**src/rtl/alu_pipe.sv**
```systemverilog
// Two-stage pipelined ALU: stage 1 captures operands/opcode, stage 2 computes and
// registers the result with its status flags behind a valid/ready output port.
module alu_pipe #(
  parameter int NBITS  = 8,
  parameter int COD_OP = 6
) (
  input  logic              clk,
  input  logic              reset,
  input  logic              i_valid,
  output logic              o_ready,
  input  logic [NBITS-1:0]  i_op_a,
  input  logic [NBITS-1:0]  i_op_b,
  input  logic [COD_OP-1:0] i_cod_op,
  output logic              o_valid,
  input  logic              i_ready,
  output logic [NBITS-1:0]  o_result,
  output logic              o_zero,
  output logic              o_negative,
  output logic              o_carry,
  output logic              o_overflow,
  output logic              o_invalid_op
);

  localparam int SHW = $clog2(NBITS);
  localparam int MSB = NBITS - 1;
  localparam logic [NBITS-1:0] MAX_SH = NBITS'(NBITS - 1);

  localparam logic [COD_OP-1:0] OP_ADD = COD_OP'(6'b100000);
  localparam logic [COD_OP-1:0] OP_SUB = COD_OP'(6'b100010);
  localparam logic [COD_OP-1:0] OP_AND = COD_OP'(6'b100100);
  localparam logic [COD_OP-1:0] OP_OR  = COD_OP'(6'b100101);
  localparam logic [COD_OP-1:0] OP_XOR = COD_OP'(6'b100110);
  localparam logic [COD_OP-1:0] OP_SRA = COD_OP'(6'b000011);
  localparam logic [COD_OP-1:0] OP_SRL = COD_OP'(6'b000010);
  localparam logic [COD_OP-1:0] OP_NOR = COD_OP'(6'b100111);

  // Handshake: a word moves across a port at a rising edge where valid & ready
  // are both high. A raised valid and its data hold until that edge. Each stage
  // advances when it is empty or its own content leaves in the same cycle, so
  // o_ready depends combinationally on i_ready (no bubbles under backpressure).
  logic              s1_valid;
  logic [NBITS-1:0]  s1_a;
  logic [NBITS-1:0]  s1_b;
  logic [COD_OP-1:0] s1_op;
  logic              adv2;

  assign adv2    = !o_valid || i_ready;
  assign o_ready = !s1_valid || adv2;

  always_ff @(posedge clk or posedge reset) begin
    if (reset) begin
      s1_valid <= 1'b0;
      s1_a     <= '0;
      s1_b     <= '0;
      s1_op    <= '0;
    end else if (o_ready) begin
      s1_valid <= i_valid;
      if (i_valid) begin
        s1_a  <= i_op_a;
        s1_b  <= i_op_b;
        s1_op <= i_cod_op;
      end
    end
  end

  // Arithmetic is done one bit wider so bit NBITS is the carry / borrow.
  logic [NBITS:0]          sum;
  logic [NBITS:0]          diff;
  logic signed [NBITS-1:0] sra_val;
  logic                    shift_big;

  assign sum       = {1'b0, s1_a} + {1'b0, s1_b};
  assign diff      = {1'b0, s1_a} - {1'b0, s1_b};
  assign shift_big = (s1_b > MAX_SH);
  assign sra_val   = $signed(s1_a) >>> s1_b[SHW-1:0];

  logic [NBITS-1:0] res;
  logic             carry;
  logic             ovf;
  logic             inv;

  always_comb begin
    res   = '0;
    carry = 1'b0;
    ovf   = 1'b0;
    inv   = 1'b0;
    case (s1_op)
      OP_ADD: begin
        res   = sum[NBITS-1:0];
        carry = sum[NBITS];
        ovf   = (s1_a[MSB] == s1_b[MSB]) && (sum[MSB] != s1_a[MSB]);
      end
      OP_SUB: begin
        res   = diff[NBITS-1:0];
        carry = diff[NBITS];
        ovf   = (s1_a[MSB] != s1_b[MSB]) && (diff[MSB] != s1_a[MSB]);
      end
      OP_AND: res = s1_a & s1_b;
      OP_OR:  res = s1_a | s1_b;
      OP_XOR: res = s1_a ^ s1_b;
      OP_NOR: res = ~(s1_a | s1_b);
      OP_SRL: res = shift_big ? '0 : (s1_a >> s1_b[SHW-1:0]);
      OP_SRA: res = shift_big ? {NBITS{s1_a[MSB]}} : sra_val;
      default: begin
        res = '1;
        inv = 1'b1;
      end
    endcase
  end

  // Result and flags load together, so they always describe one transaction.
  always_ff @(posedge clk or posedge reset) begin
    if (reset) begin
      o_valid      <= 1'b0;
      o_result     <= '0;
      o_zero       <= 1'b0;
      o_negative   <= 1'b0;
      o_carry      <= 1'b0;
      o_overflow   <= 1'b0;
      o_invalid_op <= 1'b0;
    end else if (adv2) begin
      o_valid      <= s1_valid;
      o_result     <= res;
      o_zero       <= (res == '0);
      o_negative   <= res[MSB];
      o_carry      <= carry;
      o_overflow   <= ovf;
      o_invalid_op <= inv;
    end
  end

endmodule

```
**config.mk**
```make
export PLATFORM = sky130hd
export DESIGN_NAME = alu_pipe
export DESIGN_NICKNAME = d
export VERILOG_FILES = /design/src/rtl/alu_pipe.sv
export SDC_FILE = /design/constraint.sdc
export NUM_CORES = 1
export LEC_CHECK = 0
export BUFFER_PORTS_ARGS = -buffer_cell sky130_fd_sc_hd__buf_2
export CAP_MARGIN = 20
export CORE_AREA = 3 3 79 81
export CTS_CLUSTER_SIZE = 28
export DETAILED_ROUTE_END_ITERATION = 8
export DIE_AREA = 0 0 82 84
export HOLD_SLACK_MARGIN = 0.06
export PLACE_DENSITY = 0.78
export SLEW_MARGIN = 20
export SYNTH_ARGS = -nofsm -noshare
export SYNTH_HDL_FRONTEND = slang
export SYNTH_SLANG_ARGS = --single-unit
```
**constraint.sdc**
```tcl
create_clock -name clk -period 4.9 [get_ports clk]
set_input_delay 0.98 -clock clk [delete_from_list [all_inputs] [get_ports clk]]
set_output_delay 0.98 -clock clk [all_outputs]
set_load 0.02 [all_outputs]
```
==> summary.txt, run 1 <==
Clocking
  – CTS max path bufs: 2
  – CTS Hold Bufs: 0
  – Root Buffer: clkbuf_8
  – Worst-path clk slew: approximately 0.070 ns
  – Inserted Clock Buffers: 5
  – Clk sink count: 36
  – CTS tree: built
  – Cts repair resizes: 0
  – Clock Latency Late Sink: 0.29 ns
  – CTS H-tree depth: 2
  – Number of setup buffers added after CTS: 0

Yosys
  – Syn_nets: 385
  – Most used DFF post-synth: dfrtp_1
  – Mapped Cells: 333
  – Synthesized flop and latch total: 36
  – EDFF count, synth: 0
  – Cell area after synthesis: slightly above 3000 um^2
  – Mean post-synth cell area: 9.172 um^2
  – Ys Warns: 0
  – Async S/R FF share, synth: 1.000
  – Post-synthesis sequential area ratio: 0.2950
  – Synth cell types: 65

Cells and area
  – Register Area: 900.9 um^2
  – Number of fill cells: about 470
  – Cell Count, Final, Fillers Out: about 430
  – Layout area overhead: 10.73%
  – Multi-input logic area: 1986 um^2
  – Layout cells sized above 1: 0.2320
  – Nets: 413
  – Antenna diodes: 0

Worst hold path
  – Hold Path Class: reg2reg

STA
  – Worst setup margin: 1.799 ns
  – Final setup vio count: 0
  – Max Clk Rate: 322.5 MHz
  – Hold WS: 0.4792 ns
  – RSZ-0062 raised after global routing: no
  – Rel. slew slack: 0.4244
  – Worst-margin pin slew: 0.8614 ns
  – Fin. Hold Viols: 0
  – Final Cycle Share: 0.6328
  – Fin Setup TNS: 0 ns
  – Skew final: 0.009904 ns
  – Tmin final: between 3 and 4 ns
  – Final Max Tran Viols: 0

Floorplanning
  – Num rows: 27
  – Initial Util: 0.5513
  – DIE AREA: 6888 um^2
  – Die height: 84 um
  – Core Area: 5540 um^2
  – Top-Level Pins: around 40
  – Die extent in x: 82 um

Placement
  – I/O Buffers: 40
  – Pre-CTS WS: 1.863 ns
  – Placer Congestion: 1.051
  – Placed cells: 426
  – Final HPWL DP: 6.062 mm

Job
  – Max-cap viol count: 0

Drt
  – DRT iter0 DRCs: between 200 and 300
  – DRT Pass-1 Iters: 5
  – Post-DRT Antenna Nets: 0
  – WL/cell: 18.23 um
  – Via/cell ratio: 6.380
  – Routed WL: 7.912 mm
  – # DRC: 0
  – Vias: 2769

Power and ir drop
  – Pwr per Cell Area: roughly 340 nW/um^2
  – Total power draw: 1.157 mW
  – Clk pwr share: 0.223
  – Sw Ratio: 0.3961
  – P_sw: 0.4582 mW
  – P_int: 0.6987 mW
  – Max IR drop VDD: 0.2505 mV
  – Leakage dissipation: about 1.5 nW
  – Part of the power in registers: 0.363
  – Comb power frac: 0.414

Worst setup path
  – Reg2Reg Depth: 9
  – Worst Setup End Kind: flop
  – Critical Path Source: s1_b[1]
  – Reg2reg end: o_zero
  – Largest fanout on the critical path: 19
  – WP data arrival: 3.28 ns
  – CP required: ~5.1 ns
  – Startpoint class of the critical path: flop
  – Critical path class: reg2reg
  – Worst Setup EP: o_zero
  – Reg2reg start: s1_b[1]
  – Flop-to-flop setup slack: 1.80 ns

Global route
  – Largest net degree at the start of global routing: 37
  – Vias in the first global route: between 2000 and 3000
  – Number of antenna violations at the first check in global routing: 0
  – Overflow after GRT: 0
  – First-pass GRT wire length: 13.23 mm
  – GRT Total Usage: 0.2481

Status
  – Status: finished clean
## cells in the mapped netlist (all sizes together), types with 4 or more instances
| library cell | instances | area (um^2) |
|---|---|---|
| inv | 22 | 82.58 |
| o21ai | 12 | 60.06 |
| a21oi | 20 | 100.1 |
| mux4 | 5 | 112.6 |
| nand3b | 4 | 30.03 |
| nor3 | 11 | 60.06 |
| nand2b | 8 | 50.05 |
| mux2 | 23 | 259.0 |
| o211ai | 4 | 35.03 |
| nor2 | 30 | 112.6 |
| clkbuf | 16 | 60.06 |
| nand2 | 15 | 56.30 |
| ha | 24 | 300.3 |
| nor2b | 6 | 37.54 |
| buf | 5 | 25.03 |
| dfrtp | 36 | 900.9 |
| nor4 | 5 | 31.28 |
| mux2i | 7 | 70.07 |
| xor2 | 7 | 61.31 |
| nand3 | 7 | 35.03 |
## power groups by stage
stage	clock network (mW)	registers [mW]	logic, mW
4_1_cts	0.265	0.418	0.475
3_3_place_gp	0	0.419	0.463
2_1_floorplan	0	0.396	0.372
6_report	0.258	0.420	0.479
3_5_place_dp	0	0.424	0.472
5_1_grt	0.282	0.430	0.527
## sequential cells by signal, summed over array words and instances (netlist names)
| name | flops |
|---|---|
| s1_op | 6 |
| s1_valid | 1 |
| s1_b | 8 |
| o_overflow | 1 |
| o_invalid_op | 1 |
| o_valid | 1 |
| o_zero | 1 |
| o_result | 8 |
| s1_a | 8 |
| o_carry | 1 |
## cell type report
| class | count | share of cell area |
|---|---|---|
| clock inverter | 2 | 0.01036 |
| timing repair buffer | 42 | 0.06363 |
| sequential | 36 | 0.2664 |
| clock buffer | 6 | 0.02146 |
| tap | 72 | 0.02664 |
| multi-input combinational | 254 | 0.5871 |
| inverter | 22 | 0.02442 |
## kinds of logic after synthesis
family / Yosys count / share of synthesized area
compound gates: 77 / 0.1790
fa+ha+maj: 26 / 0.1114
xor+xnor: 10 / 0.02868
mux: 35 / 0.1446
flops: 36 / 0.2950
simple gates: 106 / 0.1864
buf+inv: 43 / 0.05490
## metrics by stage
stage,cell area [um^2],util
3_3_place_gp,3274,0.5910
5_1_grt,3382,0.6104
2_1_floorplan,3054,-
6_report,3382,0.6104
3_5_place_dp,3274,0.5910
4_1_cts,3382,0.6104
## cells in the final DEF, fill, tap and decap left out, drive strengths merged, types with 8 or more instances in the layout
master  Yosys  routed
a21oi      20      20
buf         5      42
dfrtp      36      36
ha         24      24
inv        22      22
mux2       23      23
nand2      15      15
nand2b      8       8
nor2       30      30
nor3       11      11
o21ai      12      12
## worst min path at each step
stage,slack (ns),end,cells past startpoint,start
global placement,0.45,o_valid,1,s1_valid
floorplan,0.43,o_valid,1,s1_valid
finish,0.48,o_valid,1,s1_valid
CTS,0.48,o_valid,1,s1_valid
global route,0.51,o_valid,1,s1_valid
detailed placement,0.46,o_valid,1,s1_valid
## routing by layer
metal  vias to the layer above  track usage  wire [um]
met1                      1328       0.3577       3444
met2                       142       0.3556       3581
met3                        21      0.06048        648
li1                       1278            -          -
met4                         0      0.09215        238
met5                         -            0          0
## critical path, cell delays in order (launching register included)
cell,delay (ns)
dfrtp_1,0.80
inv_1,0.15
ha_1,0.34
a21oi_1,0.24
o22ai_1,0.17
o41ai_1,0.50
mux2i_1,0.18
xnor2_1,0.17
o211a_1,0.23
a32o_1,0.22
(Power assumes the default switching activity.)
==> run 2: changes to the inputs <==
==> constraint.sdc (replaced) <==
create_clock -name clk -period 2.9 [get_ports clk]
set_input_delay 0.58 -clock clk [delete_from_list [all_inputs] [get_ports clk]]
set_output_delay 0.58 -clock clk [all_outputs]
set_load 0.02 [all_outputs]
==> run 2 against run 1 <==
Net effect: first-iteration DRC count grew 24%; routed wire length grew 6.6%; design area up 2.8%; register-to-register slack worse by 1.6 ns; worst setup slack worse by 1.6 ns; via count rose by 2.0%; clock skew is 0.0022 ns lower; largest power group unchanged.
==> summary.txt, run 2 (synthesized netlist as in run 1, its figures left out) <==
Cells and area
  – Largest regs: o_result x8, s1_a x8, s1_b x8
  – Nets: 426 (+3.1%)
  – Layout area overhead: 13.89%
  – Post-route core utilization: 0.6278 (+0.01739)
  – Most frequent cells in the layout: 40 x buf_2, 36 x dfrtp_1, 30 x nor2_1
  – Antenna diodes: 0 (unchanged)
  – Design area: 3478 um^2 (+2.8%)
  – Layout cells sized above 1: 0.2640 (+0.03196)
  – Leading cell type in the layout, fill and taps excluded: buf_2

Worst setup path
  – Reg2Reg Depth: 9 (unchanged)
  – Largest stage delay, worst path: 0.49 ns (-0.31 ns)
  – Reg2reg end: o_zero
  – Worst path top cell family by delay: simple AND/OR/NAND/NOR gates
  – Buf/Inv on CP: 1 (unchanged)
  – Worst Setup End Kind: flop
  – Largest fanout on the critical path: 4 (-15)
  – CP required: 3.14 ns (-1.94 ns)
  – Worst path slowest cell: fa_1
  – WP data arrival: 2.96 ns (-0.32 ns)
  – Startpoint class of the critical path: flop
  – Critical path class: reg2reg
  – Crit-path cells: inv_1 > ha_1 > fa_1 > a2111oi_0 > nor4b_1 > nand4_1 > nor4_1 > and4_1 > a32o_1
  – Reg2reg start: s1_a[0]
  – Flop-to-flop setup slack: 0.18 ns (-1.62 ns)

Status
  – Status: finished clean

Drt
  – Via/cell ratio: 6.320 (-0.94%)
  – # DRC: 0 (unchanged)
  – Post-DRT Antenna Nets: 0 (unchanged)
  – Vias: 2825 (+2.0%)
  – WL/cell: 18.87 um (+3.5%)
  – DRT iter0 DRCs: 321 (+24%)
  – DRT Pass-1 Iters: 5 (unchanged)
  – Routed WL: 8.433 mm (+6.6%)

STA
  – Rel. slew slack: 0.5157 (+0.09135)
  – Hold WS: 0.3745 ns (-0.1047 ns)
  – Final setup vio count: 0 (unchanged)
  – RSZ-0062 raised after global routing: no
  – Fin. Hold Viols: 0 (unchanged)
  – Fin Setup TNS: 0 ns (unchanged)
  – Max Clk Rate: 367.0 MHz (+14%)
  – Tmin final: 2.725 ns (-0.3762 ns)
  – Worst-margin pin slew: 0.7163 ns (-0.1450 ns)
  – Skew final: 0.007663 ns (-0.002241 ns)
  – Final Max Tran Viols: 0 (unchanged)
  – Final Cycle Share: 0.9395 (+0.3067)
  – Worst setup margin: 0.1754 ns (-1.624 ns)

Clocking
  – Root Buffer: clkbuf_8
  – CTS H-tree depth: 2 (unchanged)
  – CTS max path bufs: 2 (unchanged)
  – Number of setup buffers added after CTS: 0 (unchanged)
  – CTS Hold Bufs: 0 (unchanged)
  – Worst-path clk slew: 0.07 ns (about the same)
  – Inserted Clock Buffers: 5 (unchanged)
  – Clock Latency Late Sink: 0.29 ns (about the same)
  – CTS tree: built
  – Clk sink count: 36 (unchanged)

Placement
  – Pre-CTS WS: 0.2586 ns (-1.604 ns)
  – Final HPWL DP: 6.381 mm (+5.3%)
  – I/O Buffers: 40 (unchanged)
  – Placer Congestion: 1.122 (+6.7%)
  – DP Area: 3372 um^2 (+3.0%)

Power and ir drop
  – Leakage dissipation: 1.532 nW (+3.8%)
  – Pwr per Cell Area: 565.8 nW/um^2 (+65%)
  – Max IR drop VDD: 0.3141 mV (+25%)

Floorplanning
  – Top-Level Pins: 41 (unchanged)
  – Die height: 84 um (unchanged)
  – Die extent in x: 82 um (unchanged)
  – DIE AREA: 6888 um^2 (unchanged)
  – Num rows: 27 (unchanged)
  – Initial Util: 0.5513 (unchanged)
  – Core Area: 5540 um^2 (unchanged)

Worst hold path
  – Hold Path Class: in2async

Global route
  – Number of antenna violations at the first check in global routing: 0 (unchanged)
  – Overflow after GRT: 0 (unchanged)
  – Vias in the first global route: 2735 (+3.2%)
  – GRT Total Usage: 0.2576 (+0.009540)
  – First-pass GRT wire length: 13.79 mm (+4.2%)
  – Largest net degree at the start of global routing: 37 (unchanged)

Job
  – Max-cap viol count: 0 (unchanged)
==> run 2: how the worst max path moves through the flow <==
stage                       start      to  slack (ns)  cells past startpoint
after floorplan           s1_b[1]  o_zero        0.03                     11
after global placement    s1_a[3]  o_zero        0.31                      9
after detailed placement  s1_a[1]  o_zero        0.26                      9
after CTS                 s1_a[3]  o_zero        0.22                      9
after global routing      s1_a[0]  o_zero        0.06                      9
final                     s1_a[0]  o_zero        0.18                      9
==> run 2: what timing repair did <==
action                                 4_1_cts  5_1_grt
setup endpoints to repair                    0        1
endpoints found under the hold margin        0        0
resized for setup                            0        2
==> run 2: final cells by class <==
class	instances	area [um^2]
sequential	36	900.9
clock inverter	1	7.507
tap	72	90.09
clock buffer	7	86.33
fill	502	2062
timing repair buffer	55	312.8
inverter	22	82.58
multi-input combinational	254	1998
==> run 2: worst register-to-register path, stage by stage, from the launching register on <==
cell,delay (ns)
dfrtp_1,0.40
inv_1,0.08
ha_1,0.23
fa_1,0.49
a2111oi_0,0.13
nor4b_1,0.46
nand4_1,0.22
nor4_1,0.27
and4_1,0.23
a32o_1,0.16
==> run 2: layer usage <==
layer / vias up / share of wire / track usage / wire, um
li1: 1303 / - / - / -
met1: 1347 / 0.41 / 0.3666 / 3496
met2: 150 / 0.47 / 0.3806 / 3946
met3: 25 / 0.094 / 0.06048 / 791
met4: 0 / 0.023 / 0.08610 / 198
met5: - / 0 / 0 / 0
==> run 2: report_power, final <==
part	internal (mW)	switching [mW]
Combinational	0.397	0.543
Sequential	0.570	0.0819
Clock	0.193	0.184
==> run 2: through the flow <==
step / instances / total power, mW
finish: 447 / 1.968
global route: 447 / 2.089
CTS: 447 / 1.941
detailed placement: 439 / 1.561
global placement: 439 / 1.537
floorplan: 333 / 1.298
